--- src/rtl/nios_system_mutex_lock_sequencer_if.sv ---
// rtl/nios_system_mutex_lock_sequencer_if.sv - requester and mutex-slave signals of the lock sequencer
interface nios_system_mutex_lock_sequencer_if #(
  parameter int NUM_REQ = 4
);
  logic [NUM_REQ-1:0] req;
  logic [NUM_REQ-1:0] grant;
  logic               busy;
  logic [15:0]        fail_cnt;
  logic               m_address;
  logic               m_chipselect;
  logic               m_write;
  logic               m_read;
  logic [31:0]        m_writedata;
  logic [31:0]        m_readdata;

  modport master (
    input  req, m_readdata,
    output grant, busy, fail_cnt, m_address, m_chipselect, m_write, m_read, m_writedata
  );

  modport slave (
    output req, m_readdata,
    input  grant, busy, fail_cnt, m_address, m_chipselect, m_write, m_read, m_writedata
  );
endinterface

--- src/rtl/nios_system_mutex_lock_sequencer.sv ---
// rtl/nios_system_mutex_lock_sequencer.sv - round-robin hardware front-end for the shared mutex slave
module nios_system_mutex_lock_sequencer #(
  parameter int          NUM_REQ     = 4,
  parameter logic [15:0] OWNER_BASE  = 16'h0100,
  parameter int          RETRY_DELAY = 8
) (
  input  logic                               clk,
  input  logic                               reset_n,
  nios_system_mutex_lock_sequencer_if.master bus
);
  localparam int SEL_W = (NUM_REQ > 1) ? $clog2(NUM_REQ) : 1;
  localparam int IW    = SEL_W + 1;
  localparam int CNT_W = (RETRY_DELAY > 1) ? $clog2(RETRY_DELAY) : 1;

  localparam logic [2:0] ST_IDLE      = 3'd0;
  localparam logic [2:0] ST_WR_LOCK   = 3'd1;
  localparam logic [2:0] ST_RD_CHECK  = 3'd2;
  localparam logic [2:0] ST_BACKOFF   = 3'd3;
  localparam logic [2:0] ST_GRANTED   = 3'd4;
  localparam logic [2:0] ST_WR_UNLOCK = 3'd5;

  logic [2:0]         state_q, state_d;
  logic [SEL_W-1:0]   sel_q, sel_d, rr_q, rr_d, arb_sel, sel_inc;
  logic [IW-1:0]      arb_idx;
  logic               arb_found;
  logic [CNT_W-1:0]   bo_q, bo_d;
  logic [15:0]        fail_cnt_q, fail_cnt_d;
  logic [15:0]        owner_cur, owner_d;
  logic [NUM_REQ-1:0] grant_d;
  logic [31:0]        wdata_d;
  logic               write_d, read_d;

  assign owner_cur     = OWNER_BASE + 16'(sel_q);
  assign sel_inc       = (sel_q == SEL_W'(NUM_REQ - 1)) ? '0 : sel_q + 1'b1;
  assign bus.fail_cnt  = fail_cnt_q;
  assign bus.m_address = 1'b0;

  // Round-robin search upward from rr_q, wrapping at NUM_REQ (which need not be a power of two).
  always_comb begin
    arb_sel   = rr_q;
    arb_found = 1'b0;
    arb_idx   = '0;
    for (int i = 0; i < NUM_REQ; i++) begin
      arb_idx = {1'b0, rr_q} + IW'(i);
      if (arb_idx >= IW'(NUM_REQ)) arb_idx = arb_idx - IW'(NUM_REQ);
      if (!arb_found && bus.req[arb_idx[SEL_W-1:0]]) begin
        arb_found = 1'b1;
        arb_sel   = arb_idx[SEL_W-1:0];
      end
    end
  end

  always_comb begin
    state_d    = state_q;
    sel_d      = sel_q;
    rr_d       = rr_q;
    bo_d       = bo_q;
    fail_cnt_d = fail_cnt_q;
    case (state_q)
      ST_IDLE: begin
        if (arb_found) begin
          sel_d   = arb_sel;
          state_d = ST_WR_LOCK;
        end
      end
      ST_WR_LOCK: state_d = ST_RD_CHECK;
      ST_RD_CHECK: begin
        if (bus.m_readdata == {owner_cur, 16'h0001}) begin
          state_d = bus.req[sel_q] ? ST_GRANTED : ST_WR_UNLOCK;
        end else begin
          if (fail_cnt_q != 16'hFFFF) fail_cnt_d = fail_cnt_q + 16'd1;
          bo_d    = CNT_W'(RETRY_DELAY - 1);
          state_d = ST_BACKOFF;
        end
      end
      ST_BACKOFF: begin
        if (bo_q == '0) begin
          rr_d    = sel_inc;
          state_d = ST_IDLE;
        end else begin
          bo_d = bo_q - 1'b1;
        end
      end
      ST_GRANTED: begin
        if (!bus.req[sel_q]) state_d = ST_WR_UNLOCK;
      end
      ST_WR_UNLOCK: begin
        rr_d    = sel_inc;
        state_d = ST_IDLE;
      end
      default: state_d = ST_IDLE;
    endcase
  end

  // Bus and grant outputs are decoded from the next state so they come straight out of flops.
  always_comb begin
    owner_d = OWNER_BASE + 16'(sel_d);
    grant_d = '0;
    wdata_d = '0;
    write_d = 1'b0;
    read_d  = 1'b0;
    case (state_d)
      ST_WR_LOCK: begin
        write_d = 1'b1;
        wdata_d = {owner_d, 16'h0001};
      end
      ST_RD_CHECK:  read_d = 1'b1;
      ST_WR_UNLOCK: begin
        write_d = 1'b1;
        wdata_d = {owner_d, 16'h0000};
      end
      ST_GRANTED:   grant_d[sel_d] = 1'b1;
      default:      ;
    endcase
  end

  always_ff @(posedge clk or negedge reset_n) begin
    if (!reset_n) begin
      state_q          <= ST_IDLE;
      sel_q            <= '0;
      rr_q             <= '0;
      bo_q             <= '0;
      fail_cnt_q       <= '0;
      bus.grant        <= '0;
      bus.busy         <= 1'b0;
      bus.m_chipselect <= 1'b0;
      bus.m_write      <= 1'b0;
      bus.m_read       <= 1'b0;
      bus.m_writedata  <= '0;
    end else begin
      state_q          <= state_d;
      sel_q            <= sel_d;
      rr_q             <= rr_d;
      bo_q             <= bo_d;
      fail_cnt_q       <= fail_cnt_d;
      bus.grant        <= grant_d;
      bus.busy         <= (state_d != ST_IDLE);
      bus.m_chipselect <= write_d | read_d;
      bus.m_write      <= write_d;
      bus.m_read       <= read_d;
      bus.m_writedata  <= wdata_d;
    end
  end
endmodule

--- src/flat_wrapper.sv ---
// flat-port wrapper written by rule: the top's interface ports become plain ports
module nios_system_mutex_lock_sequencer_flat 
#(
  parameter int          NUM_REQ     = 4,
  parameter logic [15:0] OWNER_BASE  = 16'h0100,
  parameter int          RETRY_DELAY = 8
)
  (clk, reset_n, bus_req, bus_m_readdata, bus_grant, bus_busy, bus_fail_cnt, bus_m_address, bus_m_chipselect, bus_m_write, bus_m_read, bus_m_writedata);
  nios_system_mutex_lock_sequencer_if #(.NUM_REQ(NUM_REQ)) bus_i ();
  input  logic clk;
  input  logic reset_n;
  input wire logic [$bits(bus_i.req)-1:0] bus_req;
  input wire logic [$bits(bus_i.m_readdata)-1:0] bus_m_readdata;
  output wire logic [$bits(bus_i.grant)-1:0] bus_grant;
  output wire logic [$bits(bus_i.busy)-1:0] bus_busy;
  output wire logic [$bits(bus_i.fail_cnt)-1:0] bus_fail_cnt;
  output wire logic [$bits(bus_i.m_address)-1:0] bus_m_address;
  output wire logic [$bits(bus_i.m_chipselect)-1:0] bus_m_chipselect;
  output wire logic [$bits(bus_i.m_write)-1:0] bus_m_write;
  output wire logic [$bits(bus_i.m_read)-1:0] bus_m_read;
  output wire logic [$bits(bus_i.m_writedata)-1:0] bus_m_writedata;
  assign bus_i.req = bus_req;
  assign bus_i.m_readdata = bus_m_readdata;
  assign bus_grant = bus_i.grant;
  assign bus_busy = bus_i.busy;
  assign bus_fail_cnt = bus_i.fail_cnt;
  assign bus_m_address = bus_i.m_address;
  assign bus_m_chipselect = bus_i.m_chipselect;
  assign bus_m_write = bus_i.m_write;
  assign bus_m_read = bus_i.m_read;
  assign bus_m_writedata = bus_i.m_writedata;
  nios_system_mutex_lock_sequencer #(.NUM_REQ(NUM_REQ), .OWNER_BASE(OWNER_BASE), .RETRY_DELAY(RETRY_DELAY)) u_core (.clk(clk), .reset_n(reset_n), .bus(bus_i));
endmodule
--- config.mk ---
export PLATFORM = sky130hd
export DESIGN_NAME = nios_system_mutex_lock_sequencer_flat
export DESIGN_NICKNAME = d
export VERILOG_FILES = /design/src/rtl/nios_system_mutex_lock_sequencer_if.sv /design/src/rtl/nios_system_mutex_lock_sequencer.sv /design/src/flat_wrapper.sv
export SDC_FILE = /design/constraint.sdc
export NUM_CORES = 1
export LEC_CHECK = 0
export CAP_MARGIN = 20
export CORE_ASPECT_RATIO = 0.6
export CORE_UTILIZATION = 46
export DETAILED_ROUTE_END_ITERATION = 12
export GPL_ROUTABILITY_DRIVEN = 0
export PLACE_DENSITY = 0.86
export SLEW_MARGIN = 10
export SYNTH_ARGS = -nofsm -noshare
export SYNTH_HDL_FRONTEND = slang
export SYNTH_SLANG_ARGS = --single-unit
--- constraint.sdc ---
create_clock -name clk -period 4.6 [get_ports clk]
set_input_delay 1.15 -clock clk [delete_from_list [all_inputs] [get_ports clk]]
set_output_delay 1.15 -clock clk [all_outputs]
set_load 0.05 [all_outputs]
==> results by stage, run 1 <==
Cells and area:
- The count of inserted antenna diode cells is 0.
- For this run, the number of standard cells in the final layout without fillers is between 300 and 400.
- The final layout contains ~340 nets.
- Relative to the synthesized area, the layout overhead comes to 30.7%.
- The post-route netlist has approximately 8.3% of its cells at a drive strength greater than 1.

Floorplanning:
- The number of rows created at floorplan is 19.
- The die is between 90 and 100 µm wide.
- The area of the placeable core is roughly 4600 µm².
- Once the floorplan was initialized, standard cells occupied 48.7% of the core.
- The total die area is around 5200 µm².
- The die is approximately 56 µm tall.
- Pin placement for this block handled between 90 and 100 I/O pins.

Clock network:
- The count of hold buffers inserted by post-cts repair is 0.
- Gates resized during post-CTS repair numbered 0.
- The number of post-CTS setup repair buffers is 0.
- The number of H-tree levels is 2.
- TritonCTS built the clock tree.
- The maximum buffer depth of the clock tree is 2.
- Clock-pin slew was measured on the worst setup and hold paths at about 0.08 ns.
- The clock net in this run drives a total of 37 sinks.
- The insertion delay to the later sink of the worst-skew pair is around 0.29 ns.
- The number of buffers added by the clock tree synthesis step is 5.
- Clock tree synthesis selected as its root buffer the cell sky130_fd_sc_hd__clkbuf_8.

Timing:
- The worst path in the final design needs a cycle of 2.87 ns, including I/O delays and setup.
- Setup repair after global routing left no endpoint under its margin.
- At the pin with the least slew margin, the transition time is between 0.7 and 0.8 ns.
- The hold violation total from the final report was 0.
- The post-route clock period utilization is roughly 62%.
- Static timing analysis puts the maximum clock frequency at 0.349 GHz.
- The number of pins exceeding their max-slew limit in the final report is 0.
- Setup violations remaining at the end of the flow were counted as 0.
- In this run the tightest slew margin relative to its limit is about half.
- The aggregate negative setup slack is 0 ns.
- The setup skew after layout is about 0.0038 ns.

Status:
- The flow ran to the end, and the final reports show no timing, DRC or antenna violations.

Logic synthesis:
- The cell with the most instances after synthesis is sky130_fd_sc_hd__dfrtp_1.
- Sequential cells were found to cover 41.0% of the synthesized design area.
- Of the post-synthesis cell area, the dominant cell type holds between 40 and 50%.
- After Yosys synthesis, XOR and XNOR cells account for 6.98% of the synthesized area.
- A synthesized cell averages 9.53 µm².
- The count of warnings emitted by yosys is 0.
- Multiplexer cells account for 1.99% of the synthesized area.
- The netlist uses 49 different library cells.
- The number of enable flip-flop cells after synthesis is 0.
- In the synthesized netlist the async set-or-reset flop fraction comes to 100%.
- The synthesized netlist devotes about a tenth of its cell area to compound gates.
- The most used flip-flop cell after synthesis is sky130_fd_sc_hd__dfrtp_1.
- The instance count of the mapped netlist is 237.
- After Yosys synthesis, and, or, nand and nor cells account for between 20 and 25% of the synthesized area.
- The number of flip-flops and latches in the synthesized netlist is 37.
- The cell accounting for the most synthesized area is sky130_fd_sc_hd__dfrtp_1.
- The post-synth design cell area is roughly 2300 µm².
- By count the netlist is led by 37 x sky130_fd_sc_hd__dfrtp_1, 30 x sky130_fd_sc_hd__buf_4, 16 x sky130_fd_sc_hd__nand2_1, 16 x sky130_fd_sc_hd__nor2_1, 15 x sky130_fd_sc_hd__xor2_1.
- By area the synthesized netlist is led by sky130_fd_sc_hd__dfrtp_1 41%, sky130_fd_sc_hd__buf_4 10%, sky130_fd_sc_hd__xor2_1 5.8%.
- By area, the combinational part of the netlist is dominated by simple AND/OR/NAND/NOR gates.
- The fraction of the mapped netlist area in adder cells is around 2.2%.

Worst setup path:
- Data arrives at the worst endpoint at around 3.1 ns.
- STA puts the critical path data required time at roughly 4.8 ns.
- STA classifies the critical path endpoint as a flop.
- The startpoint class of the critical path is a primary input.
- In this run the worst path has a maximum fanout of 21.
- The category of the critical setup timing path is in2reg.

Power:
- The analysis attributes to cell leakage a power of around 1.3 nW.
- The switching power is roughly 0.00084 W.
- Cell internal power was estimated by the tool at 0.000890 W.
- The switching share of power is about half.
- The worst vdd rail ir drop is between 200 and 300 µV.
- In this run the power density over the cells is 585 nW/µm².
- The part of the power in the clock network is roughly 14%.
- Combinational logic burns a little over half of the power.
- Of the total power, registers draw 33.7%.

Place:
- The count of buffers from port buffering is 65.
- The post-placement cell count is between 300 and 400.
- After legalization and detailed placement, the total HPWL measured approximately 3600 µm.

Detailed routing:
- The first-pass detailed-route iteration total is 4.
- The number of vias per cell is between 5 and 6.
- The average wire per cell in the routed design is approximately 13 µm.
- The via count is 1,860.
- Wires add up to between 4000 and 5000 µm.
- Once detail routing completed, the nets flagged for antenna violations numbered 0.
- The number of remaining DRC errors is 0.
- The first routing iteration left 67 violations.

Global route:
- Entering global routing, the biggest net connects 38 pins.
- The total grt overflow is 0.
- The met1 track demand over resource is about 28%.
- In the global route stage, met2 resource usage came out at 29.1%.
- The global routing stage identified its most utilized layer as met2.
- Global routing consumed, over all layers together, 19.5% of the routing resources.
- The via count of the first global-routing pass came to 1,701.
- The number of antenna violations at the first check in global routing is 0.
- The met3 usage is approximately 5.4%.
- The first global-routing pass estimated 7880 µm of wire.

Flow run:
- The number of maximum-capacitance violations is 0.

Min path:
- The kind of path behind the tightest hold check is reg2reg.
-- metal layers --
layer | wire length [µm] | up-vias
li1 | - | 909
met1 | 2250 | 869
met2 | 2060 | 77
met3 | 359 | 5
met4 | 34 | 0
met5 | 0 | -
-- flip-flops by register name (all words and copies together), names as in the netlist --
register / flops
u_core.sel_q: 2
u_core.bus.m_write: 1
u_core.bo_q: 3
u_core.bus.m_chipselect: 1
u_core.bus.grant: 4
u_core.bus.m_writedata: 3
u_core.state_q: 3
u_core.bus.busy: 1
u_core.rr_q: 2
u_core.bus.fail_cnt: 16
u_core.bus.m_read: 1
-- through the flow --
stage	hold WS (ns)	instance area [µm²]	setup slack [ns]	power, W	utilization [%]
floorplan	0.486	2360	2.19	0.00123	-
global placement	0.494	2860	1.52	0.00147	61.6
detailed placement	0.486	2860	1.41	0.00149	61.6
CTS	0.510	2950	1.71	0.00173	63.7
global route	0.535	2950	1.53	0.00184	63.7
finish	0.508	2950	1.73	0.00173	63.7
-- power by group through the flow --
| stage | registers [W] | logic, W | clock network (W) |
|---|---|---|---|
| final | 0.000582 | 0.000902 | 0.000243 |
| after global routing | 0.000605 | 0.000970 | 0.000261 |
| after CTS | 0.000582 | 0.000904 | 0.000246 |
| after detailed placement | 0.000587 | 0.000899 | 0 |
| after global placement | 0.000582 | 0.000885 | 0 |
| after floorplan | 0.000796 | 0.000430 | 0 |
-- worst max-delay path, cell delays in order --
cell and delay [ns]:
sky130_fd_sc_hd__clkdlybuf4s50_1 0.42, sky130_fd_sc_hd__nor4_1 0.41, sky130_fd_sc_hd__nand4_1 0.17, sky130_fd_sc_hd__nor3_2 0.20
sky130_fd_sc_hd__buf_4 0.28, sky130_fd_sc_hd__nor2_1 0.12, sky130_fd_sc_hd__mux2_2 0.29
-- cell type report --
cell class,count,area (µm²)
Timing Repair Buffer,67,666
Inverter,12,45.0
Clock inverter,2,13.8
Multi-Input combinational cell,179,1140
Tap cell,63,78.8
Clock buffer,6,82.6
Sequential cell,37,926
Fill cell,398,1680
-- cells in the final DEF (no fill, tap or decap), types with 3 or more instances in the layout --
cell type / count
sky130_fd_sc_hd__a21oi_1: 11
sky130_fd_sc_hd__and3_1: 5
sky130_fd_sc_hd__and4_1: 5
sky130_fd_sc_hd__clkbuf_8: 6
sky130_fd_sc_hd__clkdlybuf4s50_1: 65
sky130_fd_sc_hd__conb_1: 29
sky130_fd_sc_hd__dfrtp_1: 37
sky130_fd_sc_hd__ha_1: 4
sky130_fd_sc_hd__inv_1: 11
sky130_fd_sc_hd__nand2_1: 16
sky130_fd_sc_hd__nand2b_1: 3
sky130_fd_sc_hd__nand3_1: 7
sky130_fd_sc_hd__nand4_1: 5
sky130_fd_sc_hd__nor2_1: 16
sky130_fd_sc_hd__nor2b_1: 3
sky130_fd_sc_hd__nor3_1: 12
sky130_fd_sc_hd__nor4_1: 11
sky130_fd_sc_hd__nor4b_1: 4
sky130_fd_sc_hd__xnor2_1: 3
sky130_fd_sc_hd__xor2_1: 15
-- cell families (layout without fill, tap and decap cells) --
group                      count (synthesis)  after routing
AOI/OAI and AO/OA                         27             27
other                                      1             29
muxes                                      3              3
buffers and inverters                     49             87
DFF                                       37             37
adders and majority gates                  4              4
and+or+nand+nor                           98             98
xor gates and xnor gates                  18             18
-- worst paths after layout --
| path | to | slack (ns) | start | cells past startpoint |
|---|---|---|---|---|
| worst min-delay path | u_core.bus.fail_cnt[15] | 0.51 | u_core.bus.fail_cnt[15] | 1 |
| worst min register to register | u_core.bus.fail_cnt[15] | 0.51 | u_core.bus.fail_cnt[15] | 1 |
| worst max register to register | u_core.bus.fail_cnt[1] | 2.24 | u_core.state_q[1] | 4 |
| worst max-delay path | u_core.bus.fail_cnt[1] | 1.73 | bus_m_readdata[27] | 7 |
| max in group asynchronous | u_core.bus.fail_cnt[2] | 2.99 | reset_n | 2 |
| min in group asynchronous | u_core.bus.m_read | 1.27 | reset_n | 2 |
(Power assumes the default switching activity.)
==> run 2, diff against run 1 <==
Settings changed: CORE_UTILIZATION 46 to 43, PLACE_DENSITY 0.86 to 0.81.
Clock period 4.6 ns to 2.95 ns, I/O delays scaled along.
==> run 2 against run 1 <==
Compared with the run above:
- non-clock buffer count up 1
- clock skew up 0.0040 ns
- via count up 1.1%
- largest cell class unchanged
- critical path type unchanged
- combinational power up 59%
- sequential power up 56%
- first-iteration DRC count up 87%
==> results by stage, run 2 (synthesis gave the netlist of run 1 again) <==
Timing:
- The minimum period implied by the final worst setup slack is 2.34 ns.
- The measured slew at the worst slew-check pin is 0.552 ns (was 0.767 ns).
- The number of pins exceeding their max-slew limit in the final report was 0 (unchanged).
- RSZ-0062 raised after global routing: false (unchanged).
- The hold violation total from the final report is 0 (unchanged).
- The final critical path takes up 79.4% of the cycle.
- Derived from the worst setup path, the maximum achievable clock frequency is roughly 0.43 GHz.
- The setup skew after layout is 0.00775 ns (was 0.00378 ns).
- The number of endpoints failing setup at the final stage is 0 (unchanged).
- The normalized max-slew margin is 63.2% (was 48.7%).
- The aggregate negative setup slack is 0 ns (unchanged).

Floorplanning:
- The area of the placeable core is 5050 µm² (was 4640 µm²).
- The total I/O pin count came to 95 (unchanged).
- The number of rows created at floorplan is 20 (was 19).
- The die width was 95.6 µm (was 92.5 µm).
- The die height is 58.2 µm (was 56.3 µm).
- The total die area is 5560 µm² (was 5210 µm²).
- The initial core utilization is 44.7% (was 48.7%).

Cells and area:
- The most common library cell in the layout ignoring fill and taps is sky130_fd_sc_hd__clkdlybuf4s50_1 (unchanged).
- The flip-flop count of the largest register after layout is 16 (unchanged).
- The area growth from synthesis to final layout is 31.2% (was 30.7%).
- The fraction of final layout cells sized beyond drive strength 1 is 8.55% (was 8.25%).
- Most frequent cells in the layout: 65 x sky130_fd_sc_hd__clkdlybuf4s50_1, 37 x sky130_fd_sc_hd__dfrtp_1, 29 x sky130_fd_sc_hd__conb_1, 16 x sky130_fd_sc_hd__nor2_1, 16 x sky130_fd_sc_hd__nand2_1 (unchanged).
- The final instance area was 2960 µm² (was 2950 µm²).
- The count of inserted antenna diode cells is 0 (unchanged).
- The final layout net count is 345 (was 344).
- The count of non-filler cells in the finished layout is 370 (was 366).

Place:
- The detailed placement HPWL came to 3730 µm (was 3580 µm).
- The count of buffers from port buffering came to 65 (unchanged).
- The cell area after placement is 2870 µm² (was 2860 µm²).
- The post-placement cell count is 362 (was 358).

Clock network:
- The number of cells upsized or downsized after cts is 0 (unchanged).
- The count of hold buffers inserted by post-cts repair was 0 (unchanged).
- The clock transition at the registers of the reported paths was 0.08 ns (about the same).
- The maximum buffer depth of the clock tree is 2 (unchanged).
- The number of post-CTS setup repair buffers is 0 (unchanged).
- The CTS tree is yes (unchanged).
- The number of buffers added by the clock tree synthesis step came to 5 (unchanged).
- The insertion delay to the later sink of the worst-skew pair came to 0.29 ns (about the same).
- The number of H-tree levels is 2 (unchanged).
- The clock tree root buffer cell is sky130_fd_sc_hd__clkbuf_8 (unchanged).
- The number of clock sinks was 37 (unchanged).

Detailed routing:
- The met1 layer wirelength in the final routing is 2380 µm (was 2250 µm).
- The total met3 wirelength after detailed routing came to 322 µm (was 359 µm).
- The number of remaining DRC errors is 0 (unchanged).
- The number of vias per cell is 5.08 (about the same).
- The total length of routed wires is 4900 µm (was 4700 µm).
- The top layer reached by signal wires is met4 (unchanged).
- The average wire per cell in the routed design came to 13.2 µm (was 12.8 µm).
- The first-pass detailed-route iteration total is 5 (was 4).
- The number of design-rule violations left by the first detailed-router iteration is 125 (was 67).
- The routed wire length on met2 is 2170 µm (was 2060 µm).
- The via count was 1,880 (was 1,860).
- The remaining number of nets flagged by the antenna check after routing is 0 (unchanged).

Worst setup path:
- The peak per-stage delay on the critical path was 0.56 ns (was 0.42 ns).
- The startpoint class of the critical path is a primary input (unchanged).
- The worst path arrival time came to 2.54 ns (was 3.05 ns).
- The category of the critical setup timing path is in2reg (unchanged).
- The required time reported for the critical path endpoint is 3.15 ns (was 4.78 ns).
- The family with the most delay on the worst path is buffers and inverters (was simple AND/OR/NAND/NOR gates).
- Series of cell instances along the critical path: clkdlybuf4s50_1 > inv_1 > and3_1 > a2111oi_0 > o31a_1 > inv_1 > nor3_1 (was clkdlybuf4s50_1 > nor4_1 > nand4_1 > nor3_2 > buf_4 > nor2_1 > mux2_2).
- The number of buffer and inverter instances along the worst setup path was 3 (was 2).
- The critical path endpoint category was a flop (unchanged).
- The cell with the largest stage delay on the worst path is sky130_fd_sc_hd__clkdlybuf4s50_1 (unchanged).
- Counting stages on the worst path, the most repeated cell is sky130_fd_sc_hd__inv_1.
- The maximum net fanout on the critical path was 6 (was 21).

Global route:
- The total global routing track utilization came to 19.3% (was 19.5%).
- The number of antenna violations at the first check in global routing is 0 (unchanged).
- The total grt overflow came to 0 (unchanged).
- The global-route wire length before repair is 8140 µm (was 7880 µm).
- The via count of the first global-routing pass came to 1,760 (was 1,701).
- The pin count of the biggest net entering global routing was 38 (unchanged).

Min path:
- The kind of path behind the tightest hold check is reg2reg (unchanged).

Power:
- The worst vdd rail ir drop was 548 µV (was 283 µV).
- The leakage power is 1.31 nW (was 1.30 nW).
- The total power density per cell area is 914 nW/µm² (was 585 nW/µm²).

Status:
- Run status: finished, final reports clean (unchanged).

Flow run:
- The number of maximum-capacitance violations came to 0 (unchanged).
==> run 2: worst paths after layout <==
| check | depth (start not counted) | slack (ns) | start | to |
|---|---|---|---|---|
| max in group asynchronous | 2 | 1.75 | reset_n | u_core.rr_q[1] |
| min in group asynchronous | 2 | 0.87 | reset_n | u_core.bus.m_writedata[16] |
| hold reg to reg | 1 | 0.51 | u_core.bus.fail_cnt[13] | u_core.bus.fail_cnt[13] |
| hold / removal | 1 | 0.51 | u_core.bus.fail_cnt[13] | u_core.bus.fail_cnt[13] |
| setup / recovery | 7 | 0.61 | bus_req[1] | u_core.bus.grant[1] |
| setup reg to reg | 6 | 0.79 | u_core.bus.fail_cnt[0] | u_core.bus.fail_cnt[1] |
==> run 2: power breakdown <==
group / switching [W] / leakage (nW) / internal (W)
clock network: 0.000183 / 0.0512 / 0.000189
logic: 0.000896 / 0.823 / 0.000529
registers: 0.000233 / 0.431 / 0.000677
total: 0.00131 / 1.31 / 0.00140
==> run 2: through the flow <==
| step | power (W) | hold slack [ns] | utilization (%) | setup slack, ns |
|---|---|---|---|---|
| after global routing | 0.00288 | 0.532 | 58.6 | 0.425 |
| after CTS | 0.00272 | 0.512 | 58.6 | 0.616 |
| after detailed placement | 0.00233 | 0.502 | 56.7 | 0.314 |
| final | 0.00271 | 0.512 | 58.6 | 0.608 |
| after floorplan | 0.00191 | 0.442 | - | 0.779 |
| after global placement | 0.00230 | 0.498 | 56.7 | 0.309 |
==> run 2: worst reg2reg max path, stage by stage (launching register included) <==
cell and delay (ns):
sky130_fd_sc_hd__dfrtp_1 0.43, sky130_fd_sc_hd__ha_1 0.25, sky130_fd_sc_hd__and4_1 0.21, sky130_fd_sc_hd__a41oi_2 0.28
sky130_fd_sc_hd__nand2_1 0.26, sky130_fd_sc_hd__nor2_1 0.25, sky130_fd_sc_hd__mux2_2 0.36
==> run 2: layout make-up <==
cell class,count,area (µm²)
clock inverter,2,13.8
clock buffer,6,82.6
tap,66,82.6
multi-input combinational,179,1140
inverter,12,45.0
sequential,37,926
fill,461,2090
timing repair buffer,68,673
==> run 2: metal layers <==
metal,vias up,GRT usage [%]
met5,-,0
met4,0,4.26
met3,5,5.38
met2,67,30.5
met1,899,26.7
li1,909,-
==> run 3, diff against run 2 <==
Clock period 2.95 ns to 2.4 ns, I/O delays scaled along.
==> run 3 against run 2 <==
Compared with the run above:
- utilization increased by 0.54 points
- critical path type is now reg2out
- critical endpoint is now bus_fail_cnt[7]
- worst setup slack got worse by 0.40 ns
- combinational power increased by 27%
- sequential share of layout area decreased by 0.29 points
- largest power group unchanged
==> results by stage, run 3 (synthesis gave the netlist of run 1 again) <==
Worst setup path:
- The number of buffer and inverter instances along the worst setup path is 1 (was 3).
- The startpoint class of the critical path is a flop (was primary input).
- The cell with the largest stage delay on the worst path is sky130_fd_sc_hd__clkdlybuf4s50_1 (unchanged).
- The maximum net fanout on the critical path came to 6 (unchanged).
- The worst path arrival time was 1.59 ns (was 2.54 ns).
- The peak per-stage delay on the critical path came to 0.84 ns (was 0.56 ns).
- The critical path endpoint category is an output port (was flop).
- The worst setup path startpoint is u_core.bus.fail_cnt[7] (was bus_req[1]).
- Series of cell instances along the critical path: clkdlybuf4s50_1 (was clkdlybuf4s50_1 > inv_1 > and3_1 > a2111oi_0 > o31a_1 > inv_1 > nor3_1).
- The required time reported for the critical path endpoint is 1.80 ns (was 3.15 ns).
- The flop-to-flop setup slack is 0.24 ns (was 0.79 ns).
- The category of the critical setup timing path is reg2out (was in2reg).
- The family with the most delay on the worst path is buffers and inverters (unchanged).
- The startpoint of the worst register-to-register path is u_core.bus.fail_cnt[0] (unchanged).

Global route:
- The total grt overflow came to 0 (unchanged).
- The via count of the first global-routing pass is 1,772 (was 1,760).
- The number of antenna violations at the first check in global routing is 0 (unchanged).
- The total global routing track utilization came to 19.5% (was 19.3%).
- The pin count of the biggest net entering global routing was 38 (unchanged).
- The global-route wire length before repair is 8140 µm (unchanged).

Clock network:
- The number of H-tree levels came to 2 (unchanged).
- The CTS tree is yes (unchanged).
- The number of post-CTS setup repair buffers is 0 (unchanged).
- The number of buffers added by the clock tree synthesis step is 5 (unchanged).
- The insertion delay to the later sink of the worst-skew pair is 0.30 ns (was 0.29 ns).
- The number of cells upsized or downsized after cts is 0 (unchanged).
- The clock tree root buffer cell was sky130_fd_sc_hd__clkbuf_8 (unchanged).
- The clock transition at the registers of the reported paths is 0.08 ns (about the same).
- The number of clock sinks is 37 (unchanged).
- The maximum buffer depth of the clock tree came to 2 (unchanged).
- The count of hold buffers inserted by post-cts repair is 0 (unchanged).

Floorplanning:
- The initial core utilization came to 44.7% (unchanged).
- The number of rows created at floorplan is 20 (unchanged).
- The total die area is 5560 µm² (unchanged).
- The area of the placeable core is 5050 µm² (unchanged).
- The die height is 58.2 µm (unchanged).
- The die width is 95.6 µm (unchanged).
- The total I/O pin count was 95 (unchanged).

Power:
- The total power density per cell area is 1120 nW/µm² (was 914 nW/µm²).
- The worst vdd rail ir drop came to 606 µV (was 548 µV).
- The leakage power was 1.32 nW (was 1.31 nW).

Timing:
- The number of endpoints failing setup at the final stage is 0 (unchanged).
- The worst path needs between 2 and 2.5 ns of the cycle, external delays included.
- The number of pins exceeding their max-slew limit in the final report is 0 (unchanged).
- The normalized max-slew margin is 66.4% (was 63.2%).
- The setup skew after layout is 0.00856 ns (was 0.00775 ns).
- The setup slack of the critical path after layout is 0.211 ns (was 0.608 ns).
- The measured slew at the worst slew-check pin came to 0.503 ns (was 0.552 ns).
- The aggregate negative setup slack is 0 ns (unchanged).
- The post-route clock period utilization is 91.2%.
- The fmax is 0.457 GHz.
- The hold violation total from the final report is 0 (unchanged).
- RSZ-0062 raised after global routing: false (unchanged).

Cells and area:
- The final layout net count came to 350 (was 345).
- The count of inserted antenna diode cells is 0 (unchanged).
- The combined area of the multi-input logic cells came to 1140 µm² (unchanged).
- The final instance area is 2990 µm² (was 2960 µm²).
- The area growth from synthesis to final layout is 32.4% (was 31.2%).
- The fraction of final layout cells sized beyond drive strength 1 is 10.0% (was 8.55%).
- The flip-flop count of the largest register after layout is 16 (unchanged).
- The count of non-filler cells in the finished layout is 375 (was 370).
- The area taken by flip-flops and latches is 926 µm² (unchanged).
- The most common library cell in the layout ignoring fill and taps is sky130_fd_sc_hd__clkdlybuf4s50_1 (unchanged).
- Most frequent cells in the layout: 65 x sky130_fd_sc_hd__clkdlybuf4s50_1, 37 x sky130_fd_sc_hd__dfrtp_1, 29 x sky130_fd_sc_hd__conb_1, 16 x sky130_fd_sc_hd__nor2_1, 16 x sky130_fd_sc_hd__nand2_1 (unchanged).
- The filler cell count is 451 (was 461).

Place:
- The worst setup timing slack at the placement stage is -0.0947 ns (was 0.314 ns).
- The count of buffers from port buffering came to 65 (unchanged).
- The cell area after placement is 2910 µm² (was 2870 µm²).
- The post-placement cell count was 367 (was 362).
- The detailed placement HPWL was 3710 µm (was 3730 µm).

Detailed routing:
- The number of remaining DRC errors is 0 (unchanged).
- The via count was 1,897 (was 1,880).
- The number of vias per cell was 5.06 (was 5.08).
- The average wire per cell in the routed design is 13.0 µm (was 13.2 µm).
- The total met3 wirelength after detailed routing is 349 µm (was 322 µm).
- The routed wire length on met2 is 2060 µm (was 2170 µm).
- The total length of routed wires is 4870 µm (was 4900 µm).
- The number of design-rule violations left by the first detailed-router iteration is 81 (was 125).
- The met1 layer wirelength in the final routing came to 2380 µm (about the same).
- The top layer reached by signal wires was met4 (unchanged).
- The first-pass detailed-route iteration total is 4 (was 5).
- The remaining number of nets flagged by the antenna check after routing came to 0 (unchanged).

Min path:
- The kind of path behind the tightest hold check is reg2reg (unchanged).
- The worst min-delay path startpoint is u_core.bus.fail_cnt[13] (unchanged).

Flow run:
- The number of maximum-capacitance violations is 0 (unchanged).

Status:
- Run status: finished, final reports clean (unchanged).
run 3: path summary, 6_finish.rpt:
check                                          endpoint  depth (start not counted)
worst min-delay path            u_core.bus.fail_cnt[13]                          1
worst min register to register  u_core.bus.fail_cnt[13]                          1
min in group asynchronous           u_core.bus.grant[2]                          2
worst max-delay path                    bus_fail_cnt[7]                          1
worst max register to register   u_core.bus.fail_cnt[1]                          6
max in group asynchronous        u_core.bus.fail_cnt[1]                          2
run 3: power breakdown:
group	total, W	internal (W)	leakage, nW	switching (W)
Clock	0.000439	0.000201	0.0439	0.000238
Combinational	0.00181	0.000676	0.848	0.00114
Sequential	0.00110	0.000833	0.431	0.000265
run 3: final cells by class:
cell class	count	share of cell area, %
repair buffers	73	23.8
multi-input cells	179	38.1
clock inverters	3	0.586
clock buffers	5	2.30
flip-flops and latches	37	30.9
well taps	66	2.76
inverters	12	1.51
run 3: routing by layer:
layer | up-vias | track usage (%)
met5 | - | 0
met3 | 10 | 5.38
met2 | 78 | 28.3
met1 | 895 | 27.7
met4 | 0 | 7.46
li1 | 914 | -
run 3: worst reg2reg max path, stage by stage (launching register included):
cell	delay, ns
sky130_fd_sc_hd__dfrtp_1	0.44
sky130_fd_sc_hd__ha_1	0.25
sky130_fd_sc_hd__and4_1	0.23
sky130_fd_sc_hd__a41oi_2	0.30
sky130_fd_sc_hd__nand2_1	0.27
sky130_fd_sc_hd__nor2_1	0.23
sky130_fd_sc_hd__mux2_2	0.35
run 3: stage by stage:
step / hold slack (ns) / power, W / util (%)
final: 0.515 / 0.00335 / 59.2
after floorplan: 0.304 / 0.00235 / -
after global routing: 0.535 / 0.00354 / 59.2
after global placement: 0.497 / 0.00285 / 57.5
after CTS: 0.512 / 0.00335 / 59.2
after detailed placement: 0.498 / 0.00290 / 57.5
